File: src/rtl/list_free_pkg.sv
// Shared word encoding for the linked-cell heap: tag bits, reserved values,
// and the predicate deciding whether a pointer names a reclaimable cell.
// Imported by list_free; no ports.
package list_free_pkg;

  // Tag bits of a 16-bit heap word.
  localparam logic [15:0] DIR_TAG = 16'h8000;  // direct value (fixnum)
  localparam logic [15:0] MUT_TAG = 16'h4000;  // mutable RAM cell
  localparam logic [15:0] OPQ_TAG = 16'h2000;  // opaque
  localparam logic [15:0] VLT_TAG = 16'h1000;  // volatile

  // Reserved constant words.
  localparam logic [15:0] UNDEF = 16'h0000;
  localparam logic [15:0] NIL   = 16'h0001;
  localparam logic [15:0] FALSE = 16'h0002;
  localparam logic [15:0] TRUE  = 16'h0003;
  localparam logic [15:0] UNIT  = 16'h0004;
  localparam logic [15:0] ZERO  = 16'h8000;  // fixnum 0

  // An indirect pointer into mutable RAM is the only thing we may free.
  // Fixnums, ROM pointers and every reserved constant terminate a chain.
  function automatic logic is_freeable(input logic [15:0] p);
    return (p & (DIR_TAG | MUT_TAG)) == MUT_TAG;
  endfunction

endpackage

File: src/rtl/list_free.sv
// Walks a singly-linked chain of one-word cells from a head pointer, freeing each.
// Latency: 2 cycles per freed cell; done pulses 2N+1 cycles after start is sampled.
// Backpressure: none; one request per cycle, allocator error aborts the walk.
//
// Ports:
//   i_clk, i_rst_n        clock, asynchronous active-low reset
//   i_start, i_head       start request (IDLE only) and chain head pointer
//   o_busy, o_done        walk in progress / one-cycle normal-completion pulse
//   o_count               cells freed by the last walk, held until next start
//   o_fail                sticky abort flag, cleared by the next accepted start
//   o_rd, o_raddr, i_rdata   allocator read port (data returns one cycle later)
//   o_free, o_addr        allocator free port
//   i_err                 allocator error, aborts the walk from any state
//
// Build option: define LIST_FREE_LIMIT_EN to bound the walk at MAX_CELLS
// frees; otherwise the walk is unbounded and the counter wraps.
module list_free
  import list_free_pkg::*;
#(
  parameter int DATA_SZ   = 16,
  parameter int CNT_SZ    = 8,
  parameter int MAX_CELLS = 255
) (
  input  logic               i_clk,
  input  logic               i_rst_n,
  input  logic               i_start,
  input  logic [DATA_SZ-1:0] i_head,
  output logic               o_busy,
  output logic               o_done,
  output logic [CNT_SZ-1:0]  o_count,
  output logic               o_fail,
  output logic               o_rd,
  output logic [DATA_SZ-1:0] o_raddr,
  input  logic [DATA_SZ-1:0] i_rdata,
  output logic               o_free,
  output logic [DATA_SZ-1:0] o_addr,
  input  logic               i_err
);

  typedef enum logic [1:0] {
    IDLE = 2'd0,
    READ = 2'd1,
    FREE = 2'd2
  } state_e;

  state_e             state_q, state_d;
  logic [DATA_SZ-1:0] cur_q, cur_d;
  logic [CNT_SZ-1:0]  count_q, count_d;
  logic               busy_q, busy_d;
  logic               done_q, done_d;
  logic               fail_q, fail_d;
  logic               rd_q, rd_d;
  logic [DATA_SZ-1:0] raddr_q, raddr_d;
  logic               free_q, free_d;
  logic [DATA_SZ-1:0] addr_q, addr_d;

  logic               head_ok;
  logic               nxt_ok;
  logic [CNT_SZ-1:0]  count_inc;
  logic               limit_hit;

  assign head_ok   = is_freeable(i_head);
  // i_rdata is the word fetched by the READ issued one cycle before FREE.
  assign nxt_ok    = is_freeable(i_rdata);
  assign count_inc = count_q + 1'b1;

`ifdef LIST_FREE_LIMIT_EN
  // Stop once this free brings the total to MAX_CELLS and the chain goes on.
  assign limit_hit = (count_inc == CNT_SZ'(MAX_CELLS));
`else
  assign limit_hit = 1'b0;
`endif

  // ---------------------------------------------------------------------
  // State register
  // ---------------------------------------------------------------------
  always_ff @(posedge i_clk or negedge i_rst_n) begin
    if (!i_rst_n) begin
      state_q <= IDLE;
    end else begin
      state_q <= state_d;
    end
  end

  // ---------------------------------------------------------------------
  // Next-state logic
  // ---------------------------------------------------------------------
  always_comb begin
    state_d = state_q;
    unique case (state_q)
      IDLE: if (i_start && head_ok) state_d = READ;
      READ: state_d = FREE;
      FREE: state_d = (nxt_ok && !limit_hit) ? READ : IDLE;
      default: state_d = IDLE;
    endcase
    // An allocator error kills the walk wherever it is.
    if (i_err) state_d = IDLE;
  end

  // ---------------------------------------------------------------------
  // Output / datapath next values. Request strobes are derived from the
  // state being entered so they appear registered, exactly one cycle long,
  // and aligned with that state.
  // ---------------------------------------------------------------------
  always_comb begin
    cur_d   = cur_q;
    count_d = count_q;
    fail_d  = fail_q;
    done_d  = 1'b0;
    rd_d    = 1'b0;
    free_d  = 1'b0;
    raddr_d = raddr_q;
    addr_d  = addr_q;

    unique case (state_q)
      IDLE: begin
        if (i_start) begin
          count_d = '0;
          cur_d   = i_head;
          fail_d  = 1'b0;
          // Nothing to free: finish straight away with a zero count.
          if (!head_ok) done_d = 1'b1;
        end
      end
      READ: ;
      FREE: begin
        count_d = count_inc;
        cur_d   = i_rdata;
        if (!nxt_ok) begin
          done_d = 1'b1;
        end else if (limit_hit) begin
          fail_d = 1'b1;
        end
      end
      default: ;
    endcase

    if (state_d == READ) begin
      rd_d    = 1'b1;
      raddr_d = cur_d;
    end
    if (state_d == FREE) begin
      free_d = 1'b1;
      addr_d = cur_d;
    end

    // Error: abandon without counting the in-flight cell and without done.
    if (i_err) begin
      cur_d   = cur_q;
      count_d = count_q;
      fail_d  = 1'b1;
      done_d  = 1'b0;
    end
  end

  assign busy_d = (state_d != IDLE);

  always_ff @(posedge i_clk or negedge i_rst_n) begin
    if (!i_rst_n) begin
      cur_q   <= DATA_SZ'(UNDEF);
      count_q <= '0;
      busy_q  <= 1'b0;
      done_q  <= 1'b0;
      fail_q  <= 1'b0;
      rd_q    <= 1'b0;
      raddr_q <= DATA_SZ'(UNDEF);
      free_q  <= 1'b0;
      addr_q  <= DATA_SZ'(UNDEF);
    end else begin
      cur_q   <= cur_d;
      count_q <= count_d;
      busy_q  <= busy_d;
      done_q  <= done_d;
      fail_q  <= fail_d;
      rd_q    <= rd_d;
      raddr_q <= raddr_d;
      free_q  <= free_d;
      addr_q  <= addr_d;
    end
  end

  assign o_busy  = busy_q;
  assign o_done  = done_q;
  assign o_count = count_q;
  assign o_fail  = fail_q;
  assign o_rd    = rd_q;
  assign o_raddr = raddr_q;
  assign o_free  = free_q;
  assign o_addr  = addr_q;

endmodule

File: config.mk
export PLATFORM = sky130hd
export DESIGN_NAME = list_free
export DESIGN_NICKNAME = d
export VERILOG_FILES = /design/src/rtl/list_free_pkg.sv /design/src/rtl/list_free.sv
export SDC_FILE = /design/constraint.sdc
export NUM_CORES = 1
export LEC_CHECK = 0
export CAP_MARGIN = 20
export CORE_MARGIN = 1
export CORE_UTILIZATION = 40
export CTS_CLUSTER_SIZE = 10
export DETAILED_ROUTE_END_ITERATION = 16
export GPL_ROUTABILITY_DRIVEN = 0
export PLACE_DENSITY = 0.69
export SLEW_MARGIN = 20
export SYNTH_ARGS = -nofsm -noshare
export SYNTH_HDL_FRONTEND = slang
export SYNTH_SLANG_ARGS = --single-unit
File: constraint.sdc
create_clock -name i_clk -period 4.1 [get_ports i_clk]
set_clock_uncertainty 0.05 [all_clocks]
set_input_delay 0.615 -clock i_clk [delete_from_list [all_inputs] [get_ports i_clk]]
set_output_delay 0.615 -clock i_clk [all_outputs]
set_load 0.02 [all_outputs]
======== Yosys cells after proc, flatten, opt, wreduce, memory -nomap -nowiden ========
Cells that the tools add are included.
operators by class
  add/subtract/negate cells ............... 1
  bitwise gates (word level) .............. 1
  reductions and logical operators ........ 8
  muxes and demuxes ....................... 18
  equal/unequal tests ..................... 7
operators by type and width
  operator                                              number
  case mux 16 bit (2 select lines)                      1
  2-to-1 mux 16 bit                                     1
  case mux 8 bit (2 select lines)                       1
  2-to-1 mux 1 bit                                      10
  adder 8 x 1 -> 8 bit (second input constant)          1
  equality test 2 x 1 -> 1 bit (second input constant)  4
  2-to-1 mux 8 bit                                      1
  nonzero test 2 bit                                    4
  case mux 2 bit (3 select lines)                       1
  equality test 2 bit (second input constant)           2
  2-to-1 mux 2 bit                                      2
  AND reduction 3 bit                                   1
  zero test 2 bit                                       1
  inequality test 2 bit (second input constant)         1
  case mux 1 bit (2 select lines)                       1
  AND reduction 2 bit                                   1
  logical AND 1 bit                                     1
  inverter 1 bit                                        1
storage, ports and cells
  bits of input ports ..................... 36
  flip-flop bits (word level) ............. 63

======== Longest topological paths before layout ========
  depth in word-level cells ............... 7
  gate-level depth with buffers ........... 7
  mapped depth without buffers ............ 4

======== Worst setup path after synthesis ========
Ideal clock, no wire load.
  path type ............................... input to register
  start ................................... in i_err
  end ..................................... reg raddr_q[0], in the netlist o_raddr[0]
  stages on the path ...................... 7
  required time ........................... 3.970 ns
  buffers on the path ..................... 4
  data arrival time ....................... 1.882 ns
  slack ................................... 2.088 ns
  path through ............................ buf_6 or4b_4 buf_6 o22ai_4 buf_6 buf_12 mux2i_1
between the ends
  longest elaborated chain between the ends .. 2
RTL lines
  item                          line              RTL
  from (decl)                   list_free.sv:37   input logic i_err
  2-to-1 mux 2 bit              list_free.sv:97   if (i_err) state_d = IDLE;
  named net state_d[0]          list_free.sv:46   state_e state_q, state_d;
  equality test 2 x 1 -> 1 bit  list_free.sv:138  if (state_d == READ) begin
  to (signal assigned)          list_free.sv:166  raddr_q <= DATA_SZ'(UNDEF);
  to (signal assigned)          list_free.sv:176  raddr_q <= raddr_d;
  to (decl)                     list_free.sv:53   logic [DATA_SZ-1:0] raddr_q, raddr_d;
The timed path passes the listed nets, and every way through them passes these cells.
A chain may end at the register's enable or synchronous reset.

======== Final worst setup path ========
  start ................................... in i_err
  end ..................................... reg raddr_q[11], in the netlist o_raddr[11]
between the ends
  longest elaborated chain between the ends .. 2
RTL lines
  item                          line
  2-to-1 mux 2 bit              list_free.sv:97
  equality test 2 x 1 -> 1 bit  list_free.sv:138
Every way passes these cells.

==> metrics.md <==
| Metric | Value |
|---|---|
| Port bufs | `80` |
| Die Span Y | `86.5 um` |
| Final nets | `378` |
| Largest net degree at the start of global routing | `42` |
| Setup ws final | `1.41 ns` |
| Crit start category | `input pin` |
| Worst r2r src | `state_q[1]` |
| CTS HTree Levels | `3` |
| Yosys cell types | `31` |
| Die W | `86.5 um` |
| Synth Instances | `268` |
| Max Clock Freq | `372 MHz` |
| Pwr dens | `465 mW/mm2` |
| Dpl hpwl | `4.64 mm` |
| All-Layer GR Usage | `19.6%` |
| Diode count | `0` |
| Worst VDD drop | `0.269 mV` |
| Post-cts resize count | `0` |
| DIE AREA | `0.00748 mm2` |
| Hold Vio Cnt, Final | `0` |
| FF-to-FF End | `o_raddr[11]` |
| Post-CTS Setup Bufs | `0` |
| Max_cap viols | `0` |
| Most common cell after layout, fill and taps aside | `clkdlybuf4s50_1` |
| Clock sink count | `63` |
| Clk buf depth | `2` |
| Ports | `81` |
| Vias | `2284` |
| Final Cell Area | `0.00384 mm2` |
| Skew-Pair Late Insertion Delay | `0.33 ns` |
| DRT antenna net count | `0` |
| Yosys top cell by area | `dfrtp_1` |
| Wire length per cell | `15.5 um` |
| P_leak | `0.00163 uW` |
| Worst-Margin Slew | `0.888 ns` |
| Most frequent cells in the layout | `79 x clkdlybuf4s50_1, 63 x dfrtp_1, 40 x nand2_1, 32 x o21ai_0, 18 x inv_1` |
| Unrepaired setup endpoints after global routing | `no` |
| Synth top area share | `55.2%` |
| Fin util | `56.3%` |
| Netlist Area Pre-Place | `0.00285 mm2` |
| Synth warn | `0` |
| Clk slew on worst S/H paths | `0.07 ns` |
| Initial core utilization | `41.8%` |
| Final cycle utilization of the critical path | `65.5%` |
| Total detailed-routing wirelength | `6.85 mm` |
| Via density | `5.18` |
| R2r setup slk | `1.63 ns` |
| Seq/Total Area, Yosys | `55.2%` |
| Slew headroom | `40.8%` |
| First-pass GRT wire length | `11.1 mm` |
| Critical path arrival | `2.88 ns` |
| Pre-CTS setup slack | `1.03 ns` |
| Num CTS Buffers | `9` |
| # rows | `30` |
| Area growth, synth to finish | `34.7%` |
| Status | `completed` |
| Worst Path Max Fanout | `18` |
| Vias in the first global route | `2323` |
| Number of remaining DRC errors | `0` |
| Mean Syn Cell Area | `10.6 um2` |
| Core Area | `0.00683 mm2` |
| Synth area leaders | `dfrtp_1 55%, mux2i_1 6.0%, o21ai_0 5.6%, nand2_1 5.3%, or4b_2 4.9%` |
| Remaining Overflow, GRT | `0` |
| CTS root buf | `clkbuf_8` |
| Fin crit period | `2.69 ns` |
| CP Data Required Time | `4.30 ns` |
| Dpl cell area | `0.00367 mm2` |
| Worst reg-to-reg path cell count | `3` |
| CP Class | `in -> reg` |
| Fraction of layout cells with a size suffix above 1 | `11.3%` |
| Initial DRC count | `116` |
| Post-Syn Nets | `305` |
| Initial antenna violation count | `0` |
| Router iterations before antenna repair | `5` |
| Worst setup EP type | `flip-flop` |
| CTS tree | `built` |
| Final Max Tran Viols | `0` |
| HP Class | `in -> async` |
| # hold bufs at CTS | `0` |
| WHS | `0.349 ns` |
| Final setup violation count | `0` |
| Fin Setup TNS | `0 ns` |
| Post-synthesis register bit count | `63` |
## registers in the layout (all words and copies together), names as in the netlist
| signal | flops |
|---|---|
| o_done | 1 |
| o_free | 1 |
| o_fail | 1 |
| cur_q | 16 |
| state_q | 2 |
| o_addr | 16 |
| o_rd | 1 |
| o_busy | 1 |
| o_count | 8 |
| o_raddr | 16 |
## how the worst max path moves through the flow
stage | from | end | slack [ns] | cells after the start
2_1_floorplan | i_err | o_raddr[0] | 2.09 | 7
3_3_place_gp | i_err | o_raddr[5] | 1.13 | 4
3_5_place_dp | i_err | o_raddr[9] | 1.03 | 4
4_1_cts | i_err | o_raddr[11] | 1.39 | 4
5_1_grt | i_err | o_raddr[9] | 1.25 | 4
6_report | i_err | o_raddr[11] | 1.41 | 4
## power by group
group / total [uW] / switching, uW / internal, uW / leakage, uW
clock: 486 / 219 / 267 / 0.0000898
combinational: 502 / 255 / 247 / 0.000759
sequential: 799 / 64.9 / 734 / 0.000780
## per-layer routing
layer  wire (um)  track usage [%]
met1        3120             25.4
met2        3240             31.2
met3         292             3.52
met4         195             10.5
met5           0                0
## cell families after synthesis
| kind of cell | synth area share (%) |
|---|---|
| adders and majority gates | 0.438 |
| buffers and inverters | 6.71 |
| muxes | 5.96 |
| AOI/OAI and AO/OA | 14.2 |
| and+or+nand+nor | 17.5 |
| DFF | 55.2 |
## metrics by stage
stage	instances	total power [uW]
6_report	441	1790
2_1_floorplan	268	1050
3_3_place_gp	426	1300
3_5_place_dp	426	1320
5_1_grt	441	1880
4_1_cts	441	1800
## Yosys cell counts, drive strengths merged
library cell and instances:
a21o 1, a21oi 4, a32oi 1, buf 9, clkbuf 12, dfrtp 63
ha 1, inv 18, mux2i 17, nand2 40, nand2b 8, nand3 3
nand4 1, nor2 7, nor4 3, nor4b 2, o21ai 32, o21ba 1
o21bai 1, o221a 1, o221ai 14, o22ai 2, o31ai 4, or2 2
or3b 3, or4 3, or4b 15
## critical path, stage by stage
cell	delay, ns
clkdlybuf4s50_1	0.70
or4b_4	0.69
o22ai_4	0.60
mux2i_1	0.27
## cell type report
type	count	area (um2)
clock buffer	15	176
fill	636	2990
inverter	18	67.6
sequential	63	1580
tap	96	120
multi-input combinational	166	1090
timing repair buffer	83	818
No activity file was read; power rests on OpenSTA's default activity.
